`src/rtl/vram_pkg.sv`:
```
// Shared types and default widths for the video SRAM arbiter and the scanout fetch unit.
package vram_pkg;

  localparam int unsigned VramAddrW = 18;
  localparam int unsigned VramDataW = 16;

  typedef enum logic [1:0] {
    StIdle,
    StDisp,
    StCpu,
    StTurn
  } arb_state_e;

  // Which requester, if any, owns the read currently on the SRAM pins.
  typedef enum logic [1:0] {
    OwnNone,
    OwnDisp,
    OwnCpu
  } owner_e;

endpackage

```
`src/rtl/vram_wait_counter.sv`:
```
// Saturating CPU wait counter with synchronous clear; flags when the limit is reached.
module vram_wait_counter #(
  parameter int unsigned MaxWait = 15
) (
  input  logic clk_i,
  input  logic rst_ni,
  input  logic inc_i,
  input  logic clr_i,
  output logic at_limit_o
);

  localparam logic [7:0] Limit = 8'(MaxWait);

  logic [7:0] cnt_q, cnt_d;

  always_comb begin
    cnt_d = cnt_q;
    if (clr_i) begin
      cnt_d = 8'd0;
    end else if (inc_i && (cnt_q != Limit)) begin
      cnt_d = cnt_q + 8'd1;
    end
  end

  always_ff @(posedge clk_i) begin
    if (!rst_ni) begin
      cnt_q <= 8'd0;
    end else begin
      cnt_q <= cnt_d;
    end
  end

  assign at_limit_o = (cnt_q == Limit);

endmodule

```
`src/rtl/vram_arbiter.sv`:
```
// Display/CPU arbiter for the single-port video SRAM. Define VRAM_STARVE_GUARD_EN to let a
// CPU that has waited MAX_WAIT cycles pre-empt display; otherwise display has absolute priority.
module vram_arbiter
  import vram_pkg::*;
#(
  parameter int unsigned ADDR_W   = VramAddrW,
  parameter int unsigned DATA_W   = VramDataW,
  parameter int unsigned MAX_WAIT = 15
) (
  input  logic              clk_25m,
  input  logic              rst_n,
  input  logic              disp_req,
  input  logic [ADDR_W-1:0] disp_addr,
  output logic              disp_ack,
  output logic              disp_rvalid,
  output logic [DATA_W-1:0] disp_rdata,
  input  logic              cpu_req,
  input  logic              cpu_we,
  input  logic [ADDR_W-1:0] cpu_addr,
  input  logic [DATA_W-1:0] cpu_wdata,
  output logic              cpu_ack,
  output logic              cpu_rvalid,
  output logic [DATA_W-1:0] cpu_rdata,
  output logic [ADDR_W-1:0] mem_addr,
  output logic              mem_we_n,
  output logic              mem_oe_n,
  output logic [DATA_W-1:0] mem_wdata,
  output logic              mem_wdata_oe,
  input  logic [DATA_W-1:0] mem_rdata
);

  arb_state_e        state_q;
  owner_e            rd_owner_q;
  logic [ADDR_W-1:0] mem_addr_q;
  logic [DATA_W-1:0] mem_wdata_q, disp_rdata_q, cpu_rdata_q;
  logic              mem_we_n_q, mem_oe_n_q, mem_wdata_oe_q;
  logic              disp_rvalid_q, cpu_rvalid_q;
  logic              at_limit;

`ifdef VRAM_STARVE_GUARD_EN
  vram_wait_counter #(
    .MaxWait(MAX_WAIT)
  ) u_wait_counter (
    .clk_i     (clk_25m),
    .rst_ni    (rst_n),
    .inc_i     (cpu_req && !cpu_ack),
    .clr_i     (!cpu_req || cpu_ack),
    .at_limit_o(at_limit)
  );
`else
  assign at_limit = 1'b0;
`endif

  always_comb begin
    disp_ack = 1'b0;
    cpu_ack  = 1'b0;
    if (rst_n && (state_q != StTurn)) begin
      if (cpu_req && at_limit) begin
        cpu_ack = 1'b1;
      end else if (disp_req) begin
        disp_ack = 1'b1;
      end else if (cpu_req) begin
        cpu_ack = 1'b1;
      end
    end
  end

  // A write is driven during TURN itself, so the pins are idle again when the next grant lands.
  always_ff @(posedge clk_25m) begin
    if (!rst_n) begin
      state_q        <= StIdle;
      rd_owner_q     <= OwnNone;
      mem_addr_q     <= '0;
      mem_wdata_q    <= '0;
      mem_we_n_q     <= 1'b1;
      mem_oe_n_q     <= 1'b1;
      mem_wdata_oe_q <= 1'b0;
      disp_rvalid_q  <= 1'b0;
      cpu_rvalid_q   <= 1'b0;
      disp_rdata_q   <= '0;
      cpu_rdata_q    <= '0;
    end else begin
      mem_we_n_q     <= 1'b1;
      mem_oe_n_q     <= 1'b1;
      mem_wdata_oe_q <= 1'b0;
      rd_owner_q     <= OwnNone;
      disp_rvalid_q  <= 1'b0;
      cpu_rvalid_q   <= 1'b0;

      if (disp_ack) begin
        state_q    <= StDisp;
        mem_addr_q <= disp_addr;
        mem_oe_n_q <= 1'b0;
        rd_owner_q <= OwnDisp;
      end else if (cpu_ack) begin
        mem_addr_q <= cpu_addr;
        if (cpu_we) begin
          state_q        <= StTurn;
          mem_we_n_q     <= 1'b0;
          mem_wdata_q    <= cpu_wdata;
          mem_wdata_oe_q <= 1'b1;
        end else begin
          state_q    <= StCpu;
          mem_oe_n_q <= 1'b0;
          rd_owner_q <= OwnCpu;
        end
      end else begin
        state_q <= StIdle;
      end

      if (rd_owner_q == OwnDisp) begin
        disp_rvalid_q <= 1'b1;
        disp_rdata_q  <= mem_rdata;
      end else if (rd_owner_q == OwnCpu) begin
        cpu_rvalid_q <= 1'b1;
        cpu_rdata_q  <= mem_rdata;
      end
    end
  end

  assign mem_addr     = mem_addr_q;
  assign mem_we_n     = mem_we_n_q;
  assign mem_oe_n     = mem_oe_n_q;
  assign mem_wdata    = mem_wdata_q;
  assign mem_wdata_oe = mem_wdata_oe_q;
  assign disp_rvalid  = disp_rvalid_q;
  assign disp_rdata   = disp_rdata_q;
  assign cpu_rvalid   = cpu_rvalid_q;
  assign cpu_rdata    = cpu_rdata_q;

endmodule
```
`config.mk`:
```
export PLATFORM = sky130hd
export DESIGN_NAME = vram_arbiter
export DESIGN_NICKNAME = d
export VERILOG_FILES = /design/src/rtl/vram_pkg.sv /design/src/rtl/vram_wait_counter.sv /design/src/rtl/vram_arbiter.sv
export SDC_FILE = /design/constraint.sdc
export NUM_CORES = 1
export LEC_CHECK = 0
export BUFFER_PORTS_ARGS = -buffer_cell sky130_fd_sc_hd__buf_2
export CORE_ASPECT_RATIO = 0.8
export CORE_MARGIN = 3
export CORE_UTILIZATION = 40
export DETAILED_ROUTE_END_ITERATION = 6
export PLACE_DENSITY = 0.72
export SYNTH_ARGS = -nofsm -noshare
export SYNTH_HDL_FRONTEND = slang
export SYNTH_HIERARCHICAL = 1
export SYNTH_SLANG_ARGS = --single-unit
```
`constraint.sdc`:
```
create_clock -name clk_25m -period 3.8 [get_ports clk_25m]
set_input_delay 0.76 -clock clk_25m [delete_from_list [all_inputs] [get_ports clk_25m]]
set_output_delay 0.76 -clock clk_25m [all_outputs]
set_load 0.005 [all_outputs]
```
==> summary.txt <==
Finish
  – Commonest non-fill, non-tap cells in the layout: buf_2 (145), dfxtp_1 (75), nand2_1 (66)
  – # nets final: between 400 and 500
  – Area delta synth->final: 33.1%
  – Filler cell count: roughly 600
  – Finished Layout Cells: slightly above 500
  – Leading cell type in the layout, fill and taps excluded: buf_2
  – Final design utilization: 57.0%
  – Footprint of the multi-input gates: 1180 µm²
  – Share of cells above drive strength 1: between 40% and 50%
  – Number of antenna diodes: 0
  – FF/Latch Area: 1500 µm²

Timing
  – Hold Vio Cnt, Final: 0
  – Skew final: ~0.007 ns
  – Slew @ Worst Pin: 1.20 ns
  – Setup violations, final: 0
  – RSZ-0062 raised after global routing: false
  – Final setup TNS: 0 ns
  – Relative slew slack: around a fifth
  – Max Slew Vio Count: 0
  – Min Tclk post-route: ~2.4 ns
  – Period utilization: between 60% and 70%
  – Fmax: a little over 400 MHz

Run
  – MaxCap Viol Count: 0

Setup path
  – Max FO, Critical Path: 23
  – WP buf/inv: 2
  – CP delay by family, top: buffers and inverters
  – Critical path required time: around 3.0 ns
  – Worst setup EP type: output pin
  – Crit Path Class: in -> out
  – Critical Path Source Type: input pin
  – CP max stage cell: buf_2
  – Crit path arrival time: between 1.5 and 2 ns
  – Sequence of cells on the critical path: buf_2 -> a21boi_2 -> and3b_1 -> buf_2
  – CP dominant cell by count: buf_2
  – Worst path max stage delay: about 0.30 ns

Clock network
  – Post-CTS Setup Inserts: 0
  – H-tree lvl count: 3
  – Clock sinks: 75
  – Worst-path clk slew: about 0.080 ns
  – Clock tree buffer depth: 2
  – TritonCTS Buffers: 9
  – Hold_buf cts: 0
  – Post-cts resize count: 0
  – CTS tree: done
  – Clk_lat worst skew: roughly 0.35 ns
  – Root Buffer: clkbuf_8

Drt
  – Wire per inst: about 14 µm
  – Remaining DRCs: 0
  – Total wire length: between 7 and 8 mm
  – Drt first pass iters: 4
  – Routed vias: 2478
  – Vias per std cell: approximately 5
  – 1st-iter DRT viols: 33
  – Final ANT Viol Nets: 0

Synth
  – Number of synthesized register bits: 75
  – Ys Warns: 6
  – Net Count, Synth: roughly 360
  – Mapped cell area: 2830 µm²
  – Seq/Total Area, Yosys: between 50 and 60%
  – Cells after synthesis: around 280
  – Avg Cell Area, Syn: 9.96 µm²
  – Synth cell types: 22

Place
  – Final Wtd Congestion: 0.744
  – Port bufs: 145
  – Placed wire-length estimate: between 5 and 6 mm
  – Placed insts: 492

Power
  – Total Power: 1700 µW
  – Power Density: between 400 and 500 nW/µm²
  – VDD IR max: roughly 0.21 mV
  – LEAKAGE: 0.00190 µW

Global routing
  – Pin count of the biggest net entering global routing: 33
  – Gr usage total: 17.5%
  – Vias in the first global route: 2390
  – Antenna violations before repair: 0
  – First-pass GRT wire length: 11.1 mm
  – Grt ovf: 0

Die
  – Site row count: 26
  – Core Area: 6600 µm²
  – Die H: just over 80 µm
  – Initial core utilization: a little over two fifths
  – Die area: approximately 8000 µm²
  – # IOs: between 100 and 150
  – Die W: between 100 and 150 µm

Worst hold path
  – Hold Crit Class: reg -> reg

Outcome
  – Status: complete, no violations
==> cell type report <==
| cell class | count | area share, % |
|---|---|---|
| clock inverters | 7 | 2.43 |
| well taps | 84 | 2.79 |
| multi-input cells | 182 | 31.4 |
| repair buffers | 148 | 19.9 |
| inverters | 3 | 0.299 |
| flip-flops and latches | 75 | 39.9 |
| clock buffers | 9 | 3.29 |
==> per-stage QoR <==
step / instance area, µm² / worst slack (ns) / hold WS [ns]
after detailed placement: 3550 / 1.34 / 0.447
after floorplan: 2830 / 1.59 / 0.451
after global routing: 3760 / 1.29 / 0.468
final: 3760 / 1.39 / 0.454
after CTS: 3760 / 1.36 / 0.458
after global placement: 3550 / 1.40 / 0.441
==> cells by family (layout without fill, tap and decap cells) <==
| kind of cell | after synthesis | in the layout | share of synthesized area, % |
|---|---|---|---|
| simple gates | 94 | 94 | 14.6 |
| flops | 75 | 75 | 53.1 |
| compound gates | 52 | 52 | 14.4 |
| mux | 36 | 36 | 12.7 |
| buf+inv | 27 | 167 | 5.18 |
==> flip-flops by register name (all words and copies together), names as in the netlist <==
name,count
rd_owner_q,2
cpu_rdata,16
disp_rvalid,1
mem_wdata_oe,1
mem_we_n,1
mem_wdata,16
cpu_rvalid,1
mem_addr,18
disp_rdata,16
state_q,2
mem_oe_n,1
==> final timing paths <==
| path | slack (ns) | cells after the start | endpoint | startpoint |
|---|---|---|---|---|
| max | 1.39 | 4 | cpu_ack | rst_n |
| min | 0.45 | 2 | mem_addr[17]$_SDFFE_PN0P_ | mem_addr[17]$_SDFFE_PN0P_ |
| max reg2reg | 2.12 | 3 | cpu_rdata[9]$_SDFFE_PN0P_ | rd_owner_q[1]$_SDFF_PP0_ |
| min reg2reg | 0.45 | 2 | mem_addr[17]$_SDFFE_PN0P_ | mem_addr[17]$_SDFFE_PN0P_ |
==> worst reg2reg max path: cells and delay by family (launching register included) <==
kind / cells / cell delay, ns
simple gates: 2 / 1.06
flops: 1 / 0.34
compound gates: 1 / 0.20
==> synthesized netlist by cell type <==
cell / instances / area share, %
clkbuf_1: 9 / 1.2
mux2i_1: 36 / 13
a21boi_1: 1 / 0.27
dfxtp_1: 75 / 53
and2_1: 4 / 0.88
and3b_1: 3 / 0.93
and3_1: 1 / 0.22
inv_1: 3 / 0.40
o21ai_2: 9 / 2.8
nand2b_1: 2 / 0.44
a22o_1: 16 / 5.0
a21boi_0: 15 / 4.0
o21ai_0: 8 / 1.4
buf_4: 3 / 0.80
a21oi_1: 1 / 0.18
a21boi_2: 2 / 0.80
nand3_1: 16 / 2.8
nor2b_1: 1 / 0.22
and2_4: 1 / 0.31
buf_2: 9 / 1.6
nand2_1: 66 / 8.8
buf_6: 3 / 1.2
==> report_power, final <==
group / total (µW) / internal [µW] / switching [µW]
Combinational: 185 / 94.9 / 90.4
Clock: 662 / 368 / 293
Sequential: 848 / 828 / 20.3
==> routing by layer <==
layer / vias up / GRT usage (%) / part of all wire (%)
li1: 1229 / - / -
met1: 1156 / 19.4 / 41
met2: 81 / 30.6 / 50
met3: 12 / 6.35 / 7.3
met4: 0 / 7.27 / 1.8
met5: - / 0 / 0
No activity file was read; power rests on OpenSTA's default activity.
